## config.mk

```make
export PLATFORM = sky130hd
export DESIGN_NAME = id_stage
export DESIGN_NICKNAME = d
export VERILOG_FILES = /design/src/rtl/id_stage.sv
export SDC_FILE = /design/constraint.sdc
export NUM_CORES = 1
export LEC_CHECK = 0
export ABC_AREA = 1
export ABC_CLOCK_PERIOD_IN_PS = 5900
export BUFFER_PORTS_ARGS = -buffer_cell sky130_fd_sc_hd__buf_2
export CORE_MARGIN = 5
export CORE_UTILIZATION = 50
export CTS_BUF_LIST = sky130_fd_sc_hd__clkbuf_8
export CTS_CLUSTER_DIAMETER = 200
export DETAILED_ROUTE_END_ITERATION = 10
export GPL_TIMING_DRIVEN = 0
export PLACE_DENSITY = 0.8
export SLEW_MARGIN = 5
export SYNTH_ARGS = -nofsm -noshare
export SYNTH_HDL_FRONTEND = slang
export SYNTH_SLANG_ARGS = --single-unit
```

## constraint.sdc

```tcl
create_clock -name clk -period 5.9 [get_ports clk]
set_input_delay 1.18 -clock clk [delete_from_list [all_inputs] [get_ports clk]]
set_output_delay 1.18 -clock clk [all_outputs]
set_load 0.01 [all_outputs]
```

## src/rtl/id_stage.sv

```systemverilog
// id_stage: RV32I decode stage; one output pipeline register between fetch and execute.
// Latency: 1 cycle from acceptance to out_valid_o; 1 instruction/cycle without hazards.
// Backpressure: holds its output while out_ready_i=0; inserts one bubble on a load-use hazard.
//
// Ports: clk/rst (sync, active-high); flush_i; fetch side in_valid_i/in_ready_o/ins_i/ins_addr_i;
// execute side out_valid_o/out_ready_i plus registered ins_o, ins_addr_o, rs1/rs2/rd_addr_o,
// rd_we_o, imm_o, is_load_o, illegal_o.
// Optional feature: define ID_RV32E_EN to flag any used register field >= x16 as illegal.
module id_stage #(
    parameter int XLEN = 32,
    parameter int PC_W = 32
) (
    input  logic            clk,
    input  logic            rst,
    input  logic            flush_i,
    input  logic            in_valid_i,
    output logic            in_ready_o,
    input  logic [31:0]     ins_i,
    input  logic [PC_W-1:0] ins_addr_i,
    output logic            out_valid_o,
    input  logic            out_ready_i,
    output logic [31:0]     ins_o,
    output logic [PC_W-1:0] ins_addr_o,
    output logic [4:0]      rs1_addr_o,
    output logic [4:0]      rs2_addr_o,
    output logic [4:0]      rd_addr_o,
    output logic            rd_we_o,
    output logic [XLEN-1:0] imm_o,
    output logic            is_load_o,
    output logic            illegal_o
);

    localparam logic [6:0] OP_R      = 7'b0110011;
    localparam logic [6:0] OP_IMM    = 7'b0010011;
    localparam logic [6:0] OP_LOAD   = 7'b0000011;
    localparam logic [6:0] OP_JALR   = 7'b1100111;
    localparam logic [6:0] OP_STORE  = 7'b0100011;
    localparam logic [6:0] OP_BRANCH = 7'b1100011;
    localparam logic [6:0] OP_JAL    = 7'b1101111;
    localparam logic [6:0] OP_LUI    = 7'b0110111;
    localparam logic [6:0] OP_AUIPC  = 7'b0010111;

    // Combinational decode of the incoming word
    logic            use_rs1, use_rs2, use_rd;
    logic            known, load_raw, illegal_d;
    logic [31:0]     imm32;
    logic [4:0]      dec_rs1, dec_rs2, dec_rd;
    logic            dec_we, dec_load;
    logic [XLEN-1:0] dec_imm;

    always_comb begin
        use_rs1  = 1'b0;
        use_rs2  = 1'b0;
        use_rd   = 1'b0;
        load_raw = 1'b0;
        known    = 1'b1;
        imm32    = '0;
        case (ins_i[6:0])
            OP_R: begin
                use_rs1 = 1'b1;
                use_rs2 = 1'b1;
                use_rd  = 1'b1;
            end
            OP_IMM, OP_JALR, OP_LOAD: begin
                use_rs1  = 1'b1;
                use_rd   = 1'b1;
                load_raw = (ins_i[6:0] == OP_LOAD);
                imm32    = {{20{ins_i[31]}}, ins_i[31:20]};
            end
            OP_STORE: begin
                use_rs1 = 1'b1;
                use_rs2 = 1'b1;
                imm32   = {{20{ins_i[31]}}, ins_i[31:25], ins_i[11:7]};
            end
            OP_BRANCH: begin
                use_rs1 = 1'b1;
                use_rs2 = 1'b1;
                imm32   = {{19{ins_i[31]}}, ins_i[31], ins_i[7], ins_i[30:25], ins_i[11:8], 1'b0};
            end
            OP_JAL: begin
                use_rd = 1'b1;
                imm32  = {{11{ins_i[31]}}, ins_i[31], ins_i[19:12], ins_i[20], ins_i[30:21], 1'b0};
            end
            OP_LUI, OP_AUIPC: begin
                use_rd = 1'b1;
                imm32  = {ins_i[31:12], 12'b0};
            end
            default: known = 1'b0;
        endcase

        illegal_d = ~known;
`ifdef ID_RV32E_EN
        // RV32E has only x0..x15: bit 4 of any used register field is out of range
        if ((use_rs1 & ins_i[19]) | (use_rs2 & ins_i[24]) | (use_rd & ins_i[11]))
            illegal_d = 1'b1;
`endif

        // Illegal words present as all-zero fields so downstream sees no side effects
        dec_rs1  = (use_rs1 & ~illegal_d) ? ins_i[19:15] : 5'd0;
        dec_rs2  = (use_rs2 & ~illegal_d) ? ins_i[24:20] : 5'd0;
        dec_rd   = (use_rd  & ~illegal_d) ? ins_i[11:7]  : 5'd0;
        dec_we   = use_rd & ~illegal_d & (ins_i[11:7] != 5'd0);
        dec_load = load_raw & ~illegal_d;
        dec_imm  = illegal_d ? '0 : XLEN'($signed(imm32));
    end

    // Unused sources decode to 0 and a hazard needs rd_addr_o != 0, so comparing the
    // decoded addresses only ever matches sources the incoming format really reads.
    logic hazard, advance;

    assign hazard  = out_valid_o & is_load_o & (rd_addr_o != 5'd0) & in_valid_i &
                     ((dec_rs1 == rd_addr_o) | (dec_rs2 == rd_addr_o));
    assign advance = ~out_valid_o | out_ready_i;
    assign in_ready_o = flush_i | (advance & ~hazard);

    always_ff @(posedge clk) begin
        if (rst) begin
            out_valid_o <= 1'b0;
            ins_o       <= '0;
            ins_addr_o  <= '0;
            rs1_addr_o  <= '0;
            rs2_addr_o  <= '0;
            rd_addr_o   <= '0;
            rd_we_o     <= 1'b0;
            imm_o       <= '0;
            is_load_o   <= 1'b0;
            illegal_o   <= 1'b0;
        end else if (flush_i) begin
            // Incoming word is consumed (in_ready_o=1) but dropped
            out_valid_o <= 1'b0;
        end else if (advance) begin
            if (in_valid_i & in_ready_o) begin
                out_valid_o <= 1'b1;
                ins_o       <= ins_i;
                ins_addr_o  <= ins_addr_i;
                rs1_addr_o  <= dec_rs1;
                rs2_addr_o  <= dec_rs2;
                rd_addr_o   <= dec_rd;
                rd_we_o     <= dec_we;
                imm_o       <= dec_imm;
                is_load_o   <= dec_load;
                illegal_o   <= illegal_d;
            end else begin
                // Idle or load-use bubble; payload fields keep their last value
                out_valid_o <= 1'b0;
            end
        end
    end

endmodule

```

==> impl_metrics.tcl <==
set metrics [dict create \
    outcome "completed" \
    cts.clk_slew.worst_paths_ns 0.07 \
    track_usage_pct 25.9 \
    ctsHoldBuffers 0 \
    routed_wl_mm 17.0 \
    die_y_um 113 \
    cts-htree-levels 4 \
    vias_per_cell 5.31 \
    holdPathEnd "ins_o[25]" \
    post_cts_resized 0 \
    cts_max_path_buffers 2 \
    syn_avg_cell_area_um2 7.03 \
    path_class "input pin to output port" \
    seq_area_frac_synth_pct 43.3 \
    holdWs_ns 0.457 \
    path_common_cell "nand2_1" \
    hold_viol 0 \
    finalNetCount 1028 \
    clk_latency_ns 0.42 \
    vias 5883 \
    final.setup_skew_ns 0.00965 \
    crit_buf_inv 6 \
    syn_inst 757 \
    portBuffers 183 \
    netlist_area_mm2 0.00532 \
    rr_worst_depth 7 \
    cts_tree "yes" \
    cts.sinks 115 \
    synth.top_cell.area_share_pct 43.3 \
    drv_slew 0 \
    ant_nets 0 \
    finalSetupViolations 0 \
    postCtsSetupRepairBufs 0 \
    p_leak_nw 3.26 \
    grt_max_degree 17 \
    antenna_found_initial 0 \
    cap_violations 0 \
    async_flop_share_pct 0 \
    fmax_mhz 230 \
    hpwl_mm 12.9 \
    rsz0062_at_grt "false" \
    wl_per_cell_um 15.4 \
    dieWidth_um 113 \
    drc_errors 0 \
    num_rows 37 \
    start_kind "input pin" \
    yosys_warnings 0 \
    synth_top_area_cell "dfxtp_1" \
    synthFlopType "dfxtp_1" \
    overflow 0 \
    peakVddDrop_v 0.000183 \
    cp_max_fo 10 \
    dieArea_mm2 0.0128 \
    synthTopCellsByArea "dfxtp_1 (43%), nand4_1 (14%), nand2_1 (14%), a21oi_1 (9.3%), inv_1 (5.2%)" \
    path_cells "buf_2, inv_1, nand2_1, nor2_1, o21ai_2, nand3_2, buf_6, nand2_1, nand2_1, nand2_1, nor2_1, nand3_1, nand2_1, nand2_2, buf_6, buf_2, nand2_1, nand2_1, buf_2" \
    required_ns 4.72 \
    r2r_slack_ns 3.96 \
    first_pass_iters 5 \
    numCtsBuffers 17 \
    hp-class "register to register" \
    slowest_stage "nor2_1" \
    relSlewSlack_pct 54.0 \
    finalCriticalPeriod_ns 4.34 \
    rr_endpoint "imm_o[6]" \
    stdcell_area_mm2 0.00680 \
    hp-start "ins_o[25]" \
    critPathTopFamily "simple AND/OR/NAND/NOR gates" \
    p_total_w 0.00181 \
    synth-seq-cells 115 \
    min_period_over_period_pct 73.5 \
    powerDensity_mw_per_mm2 267 \
    grt_pass1_vias 5274 \
    core_mm2 0.0104 \
    routabilityCongestion 1.02 \
    start_util_pct 51.3 \
    io_pins 185 \
    nFillCells 955 \
    cp.arrival_ns 3.16 \
    synth_cell_types 28 \
    synth_edf_count 0 \
    regToRegStartpoint "out_valid_o" \
    worstSetupEndpointType "output port" \
    cts_root_buf "clkbuf_8" \
    hold_depth 2 \
    final_cells 1107 \
    dp_cells 1076 \
    drt_iter0_drc 597 \
    worstMarginPinSlew_ns 0.686 \
    cp_slowest_stage_delay_ns 0.18 \
    syn_nets 826 \
    dpl_cell_area_mm2 0.00640 \
    grt_first_pass_wirelength_mm 26.7 \
    setup_tns_ns 0 \
    syn_to_final_growth_pct 27.8 \
    layout-drive-gt1-share_pct 24.6 \
]
registers in the layout, summed over array words and instances (netlist names):
name and count:
rs1_addr_o 5, illegal_o 1, out_valid_o 1, rs2_addr_o 5
ins_addr_o 32, is_load_o 1, ins_o 32, rd_we_o 1
imm_o 32, rd_addr_o 5
metrics by stage:
stage / util [%] / setup WS, ns
after floorplan: - / 2.12
after global placement: 61.8 / 1.61
after detailed placement: 61.8 / 1.58
after CTS: 65.5 / 1.57
after global routing: 65.5 / 1.33
final: 65.6 / 1.56
routing by layer:
layer / part of all wire (%) / global-route usage [%]
met5: 0 / 0
met2: 46 / 41.0
met4: 2.2 / 8.49
met1: 43 / 34.3
met3: 9.0 / 6.74
report_power, final:
group,switching (W),total (W),internal [W]
logic,0.000155,0.000249,0.0000938
registers,0.0000187,0.000833,0.000814
clock network,0.000314,0.000732,0.000418
total,0.000487,0.00181,0.00133
synth_stat cells (2+ instances only):
cell type and n:
nand2_1 193, nand4_1 116, dfxtp_1 115, a21oi_1 99, inv_1 73, nor2_1 58
clkbuf_1 39, buf_2 14, nand3_1 11, buf_6 6, a22oi_1 5, a41oi_1 5
buf_4 3, buf_1 2, clkinv_1 2, nor3_1 2, o22ai_1 2, xor2_1 2
worst register-to-register path: cells and delay by family, from the launching register on:
kind	cells	cell delay, ns
buf+inv	4	1.13
flops	1	0.34
simple gates	2	0.23
compound gates	1	0.17
placed cells by master, fill, tap and decap left out:
cell | synthesis | layout
buf_2 | 14 | 197
nand2_1 | 193 | 193
nand4_1 | 116 | 116
dfxtp_1 | 115 | 115
a21oi_1 | 99 | 99
inv_1 | 73 | 75
nor2_1 | 58 | 58
clkbuf_1 | 39 | 39
clkbuf_8 | 0 | 18
nand3_1 | 11 | 11
buf_6 | 6 | 6
a41oi_1 | 5 | 5
a22oi_1 | 5 | 5
clkinvlp_4 | 0 | 4
buf_4 | 3 | 3
clkinv_2 | 0 | 3
bufinv_16 | 0 | 3
xor2_1 | 2 | 2
o22ai_1 | 2 | 2
clkinv_1 | 2 | 2
buf_1 | 2 | 2
nor3_1 | 2 | 2
diode_2 | 0 | 1
o21ai_2 | 1 | 1
nand3_2 | 1 | 1
inv_2 | 1 | 1
o2111ai_1 | 1 | 1
nand2_2 | 1 | 1
nand3_4 | 1 | 1
a31oi_1 | 1 | 1
a221oi_1 | 1 | 1
o21ai_0 | 1 | 1
nor4_1 | 1 | 1
layout make-up:
| type | instances | area, um2 | share of cell area, % |
|---|---|---|---|
| multi-input combinational | 502 | 2420 | 35.6 |
| sequential | 115 | 2300 | 33.9 |
| timing repair buffer | 183 | 916 | 13.5 |
| buffer | 64 | 314 | 4.62 |
| inverter | 76 | 285 | 4.20 |
| clock buffer | 18 | 248 | 3.64 |
| tap | 136 | 170 | 2.50 |
| clock inverter | 12 | 143 | 2.10 |
| antenna | 1 | 2.50 | 0.0368 |
worst max-delay path by stage:
stage	from	to	slack, ns	cells after the start
floorplan	ins_i[5]	in_ready_o	2.12	16
global placement	ins_i[5]	in_ready_o	1.61	18
detailed placement	ins_i[5]	in_ready_o	1.58	18
CTS	ins_i[5]	in_ready_o	1.57	18
global route	ins_i[3]	in_ready_o	1.33	19
finish	ins_i[3]	in_ready_o	1.56	19
cell families (layout without fill, tap and decap cells):
family	after synthesis	after routing	synth area share (%)
simple gates	384	384	33.3
xor+xnor	2	2	0.329
flops	115	115	43.3
compound gates	116	116	11.8
other cells	0	1	0
buf+inv	140	353	11.3
(Power assumes the default switching activity.)
